File: config.mk
export PLATFORM = sky130hd
export DESIGN_NAME = vec_seq_ctrl
export DESIGN_NICKNAME = d
export VERILOG_FILES = /design/src/rtl/vseq_pkg.sv /design/src/rtl/lane_mac.sv /design/src/rtl/vec_seq_ctrl.sv
export SDC_FILE = /design/constraint.sdc
export NUM_CORES = 2
export LEC_CHECK = 0
export BUFFER_PORTS_ARGS = -buffer_cell sky130_fd_sc_hd__buf_2
export CORE_AREA = 2 2 302 304
export DETAILED_ROUTE_END_ITERATION = 16
export DIE_AREA = 0 0 304 306
export HOLD_SLACK_MARGIN = 0.15
export PLACE_DENSITY_LB_ADDON = 0.25
export SLEW_MARGIN = 20
export SYNTH_ARGS = -nofsm -noshare
export SYNTH_HDL_FRONTEND = slang
export SYNTH_HIERARCHICAL = 1
export SYNTH_SLANG_ARGS = --single-unit
File: constraint.sdc
create_clock -name clk -period 23.7 [get_ports clk]
set_input_delay 1.185 -clock clk [delete_from_list [all_inputs] [get_ports clk]]
set_output_delay 1.185 -clock clk [all_outputs]
set_load 0.02 [all_outputs]
File: src/rtl/vseq_pkg.sv
// Shared definitions for the vector sequencer: opcode map, lane geometry,
// FSM states and saturation limits.
package vseq_pkg;
  localparam int VSEQ_LANES  = 16;
  localparam int VSEQ_LANE_W = 16;

  // Full 4-bit opcode map shared with the single-cycle ALU
  localparam logic [3:0] OP_VADD   = 4'h0;
  localparam logic [3:0] OP_VDOT   = 4'h1;
  localparam logic [3:0] OP_SMUL   = 4'h2;
  localparam logic [3:0] OP_VSUB   = 4'h3;
  localparam logic [3:0] OP_VAND   = 4'h4;
  localparam logic [3:0] OP_VOR    = 4'h5;
  localparam logic [3:0] OP_SLL    = 4'h6;
  localparam logic [3:0] OP_SRL    = 4'h7;
  localparam logic [3:0] OP_SRA    = 4'h8;
  localparam logic [3:0] OP_VXOR   = 4'h9;
  localparam logic [3:0] OP_VMIN   = 4'hA;
  localparam logic [3:0] OP_VMAX   = 4'hB;
  localparam logic [3:0] OP_VCMP   = 4'hC;
  localparam logic [3:0] OP_VMOV   = 4'hD;
  localparam logic [3:0] OP_VBCAST = 4'hE;
  localparam logic [3:0] OP_NOP    = 4'hF;

  typedef enum logic [1:0] {IDLE, RUN, DONE} state_t;

  localparam int SAT_MAX = 32767;
  localparam int SAT_MIN = -32768;
endpackage

File: src/rtl/lane_mac.sv
// One-lane 16x16 multiply plus optional accumulate. Wraps modulo 2^W by default;
// with VSEQ_SAT_EN defined, product and sum are signed-clamped and flagged.
module lane_mac
  import vseq_pkg::*;
#(
  parameter int W = VSEQ_LANE_W
) (
  input  logic [W-1:0] a,
  input  logic [W-1:0] b,
  input  logic [W-1:0] acc_in,
  input  logic         mac_mode,
  output logic [W-1:0] sum,
  output logic         clamp
);
`ifdef VSEQ_SAT_EN
  logic signed [2*W-1:0] prod;
  logic signed [W:0]     s_ext;
  logic [W-1:0]          p_sat;
  logic                  p_clamp, s_clamp;

  always_comb begin
    prod    = $signed(a) * $signed(b);
    p_clamp = 1'b0;
    p_sat   = prod[W-1:0];
    if (int'(prod) > SAT_MAX) begin
      p_sat = W'(SAT_MAX); p_clamp = 1'b1;
    end else if (int'(prod) < SAT_MIN) begin
      p_sat = W'(SAT_MIN); p_clamp = 1'b1;
    end
    // One guard bit is enough: both addends are already within W-bit signed range
    s_ext = mac_mode ? ($signed({acc_in[W-1], acc_in}) + $signed({p_sat[W-1], p_sat}))
                     : $signed({p_sat[W-1], p_sat});
    s_clamp = 1'b0;
    sum     = s_ext[W-1:0];
    if (int'(s_ext) > SAT_MAX) begin
      sum = W'(SAT_MAX); s_clamp = 1'b1;
    end else if (int'(s_ext) < SAT_MIN) begin
      sum = W'(SAT_MIN); s_clamp = 1'b1;
    end
    clamp = p_clamp | s_clamp;
  end
`else
  logic [W-1:0] prod;

  // Low W bits of a product are the same for signed and unsigned operands
  always_comb begin
    prod  = a * b;
    sum   = mac_mode ? acc_in + prod : prod;
    clamp = 1'b0;
  end
`endif
endmodule

File: src/rtl/vec_seq_ctrl.sv
// Multi-cycle VDOT/SMUL sequencer: one lane MAC per cycle under start/busy/done.
// Saturating arithmetic is selected with VSEQ_SAT_EN.
module vec_seq_ctrl
  import vseq_pkg::*;
#(
  parameter int LANES  = VSEQ_LANES,
  parameter int LANE_W = VSEQ_LANE_W
) (
  input  logic                    clk,
  input  logic                    rst,
  input  logic                    start,
  input  logic [3:0]              opcode,
  input  logic [LANES*LANE_W-1:0] op_1,
  input  logic [LANES*LANE_W-1:0] op_2,
  output logic                    busy,
  output logic                    done,
  output logic                    err,
  output logic [LANES*LANE_W-1:0] result
);
  localparam int IW = (LANES > 1) ? $clog2(LANES) : 1;
  localparam logic [IW-1:0] LAST = IW'(LANES - 1);

  state_t                       state;
  logic [IW-1:0]                idx;
  logic                         is_vdot, sat_seen;
  logic [LANES-1:0][LANE_W-1:0] a_q, b_q, b_nxt;
  logic [LANE_W-1:0]            acc, mac_a, mac_sum;
  logic                         mac_clamp;

  assign mac_a = is_vdot ? a_q[idx] : a_q[0];

  lane_mac #(.W(LANE_W)) u_mac (
    .a       (mac_a),
    .b       (b_q[idx]),
    .acc_in  (acc),
    .mac_mode(is_vdot),
    .sum     (mac_sum),
    .clamp   (mac_clamp)
  );

  // b lane i is dead once consumed, so SMUL products are parked in its slot
  always_comb begin
    b_nxt      = b_q;
    b_nxt[idx] = mac_sum;
  end

  always_ff @(posedge clk) begin
    if (rst) begin
      state    <= IDLE;
      busy     <= 1'b0;
      done     <= 1'b0;
      err      <= 1'b0;
      result   <= '0;
      acc      <= '0;
      idx      <= '0;
      sat_seen <= 1'b0;
      is_vdot  <= 1'b0;
      a_q      <= '0;
      b_q      <= '0;
    end else begin
      case (state)
        IDLE: if (start) begin
          a_q      <= op_1;
          b_q      <= op_2;
          acc      <= '0;
          idx      <= '0;
          sat_seen <= 1'b0;
          is_vdot  <= (opcode == OP_VDOT);
          busy     <= 1'b1;
          if (opcode == OP_VDOT || opcode == OP_SMUL) begin
            state <= RUN;
          end else begin
            state  <= DONE;
            done   <= 1'b1;
            err    <= 1'b1;
            result <= '0;
          end
        end
        RUN: begin
          acc      <= mac_sum;
          b_q      <= b_nxt;
          sat_seen <= sat_seen | mac_clamp;
          idx      <= idx + 1'b1;
          if (idx == LAST) begin
            state  <= DONE;
            done   <= 1'b1;
            err    <= sat_seen | mac_clamp;
            result <= is_vdot ? {{(LANES-1)*LANE_W{1'b0}}, mac_sum} : b_nxt;
          end
        end
        DONE: begin
          state <= IDLE;
          busy  <= 1'b0;
          done  <= 1'b0;
          err   <= 1'b0;
        end
        default: state <= IDLE;
      endcase
    end
  end
endmodule
==> out/results.ini <==
[global_route]
grt_max_degree = 239
grt_first_pass_wirelength_mm = 241
grt_pass1_vias = 35400
grt_usage_pct = 34.4
grt.overflow.total = 0
grt_antenna_before_repair = 19

[synthesis]
synthFlopType = dfxtp_1
yosysUniqueCellTypes = 70
synth-edff-count = 0
synth-seq-area-share_pct = 39.4
synth_area_leaders = dfxtp_1 39%, mux2i_1 7.2%, mux4_2 6.7%
syn_inst = 4393
synth_area_mm2 = 0.0404
yosysWarnings = 6
async_flop_share_pct = 0
avgSynthCellArea_um2 = 9.20
synth.net_count = 5064
synth_top_area_share_pct = 39.4
yosys_register_bits = 795
synth_area_leader_cell = dfxtp_1

[pwr]
power_density_mw_per_mm2 = 73.7
irDropWorstVdd_mv = 0.0630
leakage_nw = 20.8

[clock_tree]
numCtsBuffers = 86
clock_latency_ps = 690
clockBufferDepth = 3
cts_hold_repair.buffers = 0
cts_resized = 0
cts_sinks = 795
clk_pin_slew_ps = 60
htree_levels = 3
root_buffer = clkbuf_16
post-cts-setup-buffers = 0
cts_tree = built

[critical_path]
crit_start = idx[0]
critPathTopFamily = adder cells
arrival_ps = 11050
worstPathRequired_ps = 24280
cp_slowest_cell = buf_4
critical_path_buf_inv_count = 6
crit_fanout = 51
start_kind = flip-flop
worst_setup_path_end_kind = flip-flop
r2r-start = idx[0]
cpPeakStageDelay_ps = 770
cp_common_cell = fa_1
critPathKind = flip-flop to flip-flop

[finish]
register_area_mm2 = 0.0159
syn2layout_area_growth_pct = 17.5
fin_nets = 5592
n_fill_cell = 8306
drive_above_1_share_pct = 25.5
multi_input_area_mm2 = 0.0223

[routing]
drtIter0Drc = 4460
drc_errors = 0
viasPerCell = 6.02
wl_per_cell_um = 26.9
wl_mm = 166
num_vias = 37100
detail-route-antenna-nets = 0
first_pass_iters = 6

[die]
initial_core_util_pct = 45.1
core_region_area_mm2 = 0.0896
rows = 110
dieArea_mm2 = 0.0930
fp.dieH_um = 306
pin_count = 778
die_width_um = 304

[timing]
max_freq_ghz = 0.0955
fin_hold_ws_ps = 451
tightest_slew_ps = 1210
max_slew_margin_pct = 19.4
finalCritPeriodShare_pct = 44.2
period_minus_slack_ps = 10470
hold_viol = 0
rsz0062_at_grt = no
fin_tns_setup_ps = 0
setup_viol = 0
maxSlewViolCount = 0
finClkSkew_ps = 83.0

[worst_hold_path]
hp-class = flip-flop to flip-flop
hold_start = a_q[145]

[place]
post-dp-hpwl_mm = 121
gp_congestion = 0.913
place.port_buffers = 777

[outcome]
status = finished, final reports clean

[job]
drv_cap = 0

-- flip-flops by register name, indices dropped and copies added (netlist names) --
register,flops
done,1
a_q,256
is_vdot,1
acc,16
sat_seen,1
result,256
err,1
busy,1
b_q,256
state,2
idx,4
-- cell families after synthesis --
group	synth area share [%]
adder cells (fa/ha/maj)	6.21
AO/OA/AOI/OAI	14.9
flip-flops	39.4
XOR/XNOR	1.25
other	0.00928
buffers and inverters	5.65
multiplexers	14.7
AND/OR/NAND/NOR	17.8
-- tightest hold or removal path: stages, from the launching register on --
cell and delay, ps:
dfxtp_1 300, nand2_1 50, a21oi_1 50
-- synth_stat cells (all sizes together), types with 7 or more instances --
| master | instances |
|---|---|
| dfxtp | 795 |
| nor2 | 668 |
| nand2 | 632 |
| a21oi | 293 |
| mux2i | 290 |
| o2bb2ai | 249 |
| clkbuf | 206 |
| buf | 185 |
| nor4 | 144 |
| mux4 | 121 |
| inv | 116 |
| and2 | 89 |
| fa | 81 |
| ha | 71 |
| o221a | 64 |
| xnor2 | 42 |
| nand3b | 36 |
| a22oi | 29 |
| mux2 | 28 |
| a211o | 26 |
| nor3 | 25 |
| nand3 | 21 |
| o21ai | 21 |
| a211oi | 16 |
| o22ai | 14 |
| xor2 | 14 |
| a31oi | 12 |
| a222oi | 9 |
| nor2b | 9 |
| a22o | 8 |
| nand2b | 8 |
| nand4b | 7 |
-- path summary, 6_finish.rpt --
path	cells after the start	slack [ps]	end
worst max-delay path	31	13230	b_q[127]
worst min-delay path	2	450	a_q[145]
worst max register to register	31	13230	b_q[127]
worst min register to register	2	450	a_q[145]
-- final cells by class --
cell class              instances  area share (%)
diodes                          2          0.0105
clock buffers                 122            5.20
clock inverters                36            1.01
inverters                     116           0.917
multi-input cells            3091            47.0
flip-flops and latches        795            33.6
well taps                    1176            3.10
repair buffers                831            9.17
-- metrics by stage --
step                utilization (%)  setup slack (ps)  cell area [um^2]  power, mW  std cells
floorplan                         -             15150             40400       1.84       4393
global placement               49.7             13300             44500       2.09       6008
detailed placement             49.7             13300             44500       2.09       6009
CTS                            53.0             13200             47500       3.48       6167
global route                   53.0             12660             47500       3.60       6169
finish                         53.0             13230             47500       3.50       6169
-- layer usage --
layer	share of wire, %	GRT usage, %	up-vias
met2	45	53.5	2145
met5	0.12	0	-
met4	5.0	15.3	30
li1	-	-	16500
met3	9.9	7.20	399
met1	40	46.1	18100
-- where the power goes --
group / internal, mW / total (mW) / switching [mW]
logic: 0.203 / 0.620 / 0.417
clock network: 0.801 / 1.41 / 0.611
registers: 1.40 / 1.47 / 0.0628
total: 2.41 / 3.50 / 1.09
-- placed cells by master, fill, tap and decap left out, types with 20 or more instances in the layout --
cell type and n:
nor4_1 144, buf_4 49, fa_1 81, nor2_1 667
mux4_2 121, mux2i_1 290, mux2_2 28, ha_1 71
nor3_1 25, nand2_1 626, o2bb2ai_2 40, clkbuf_16 87
a211o_1 26, nand3b_1 36, buf_2 776, a21oi_1 280
xnor2_1 39, dfxtp_1 790, and2_1 89, o221a_2 64
nand3_1 20, o2bb2ai_1 209, a22oi_1 29, inv_1 116
Note: power is estimated with default switching activity, not from simulation.
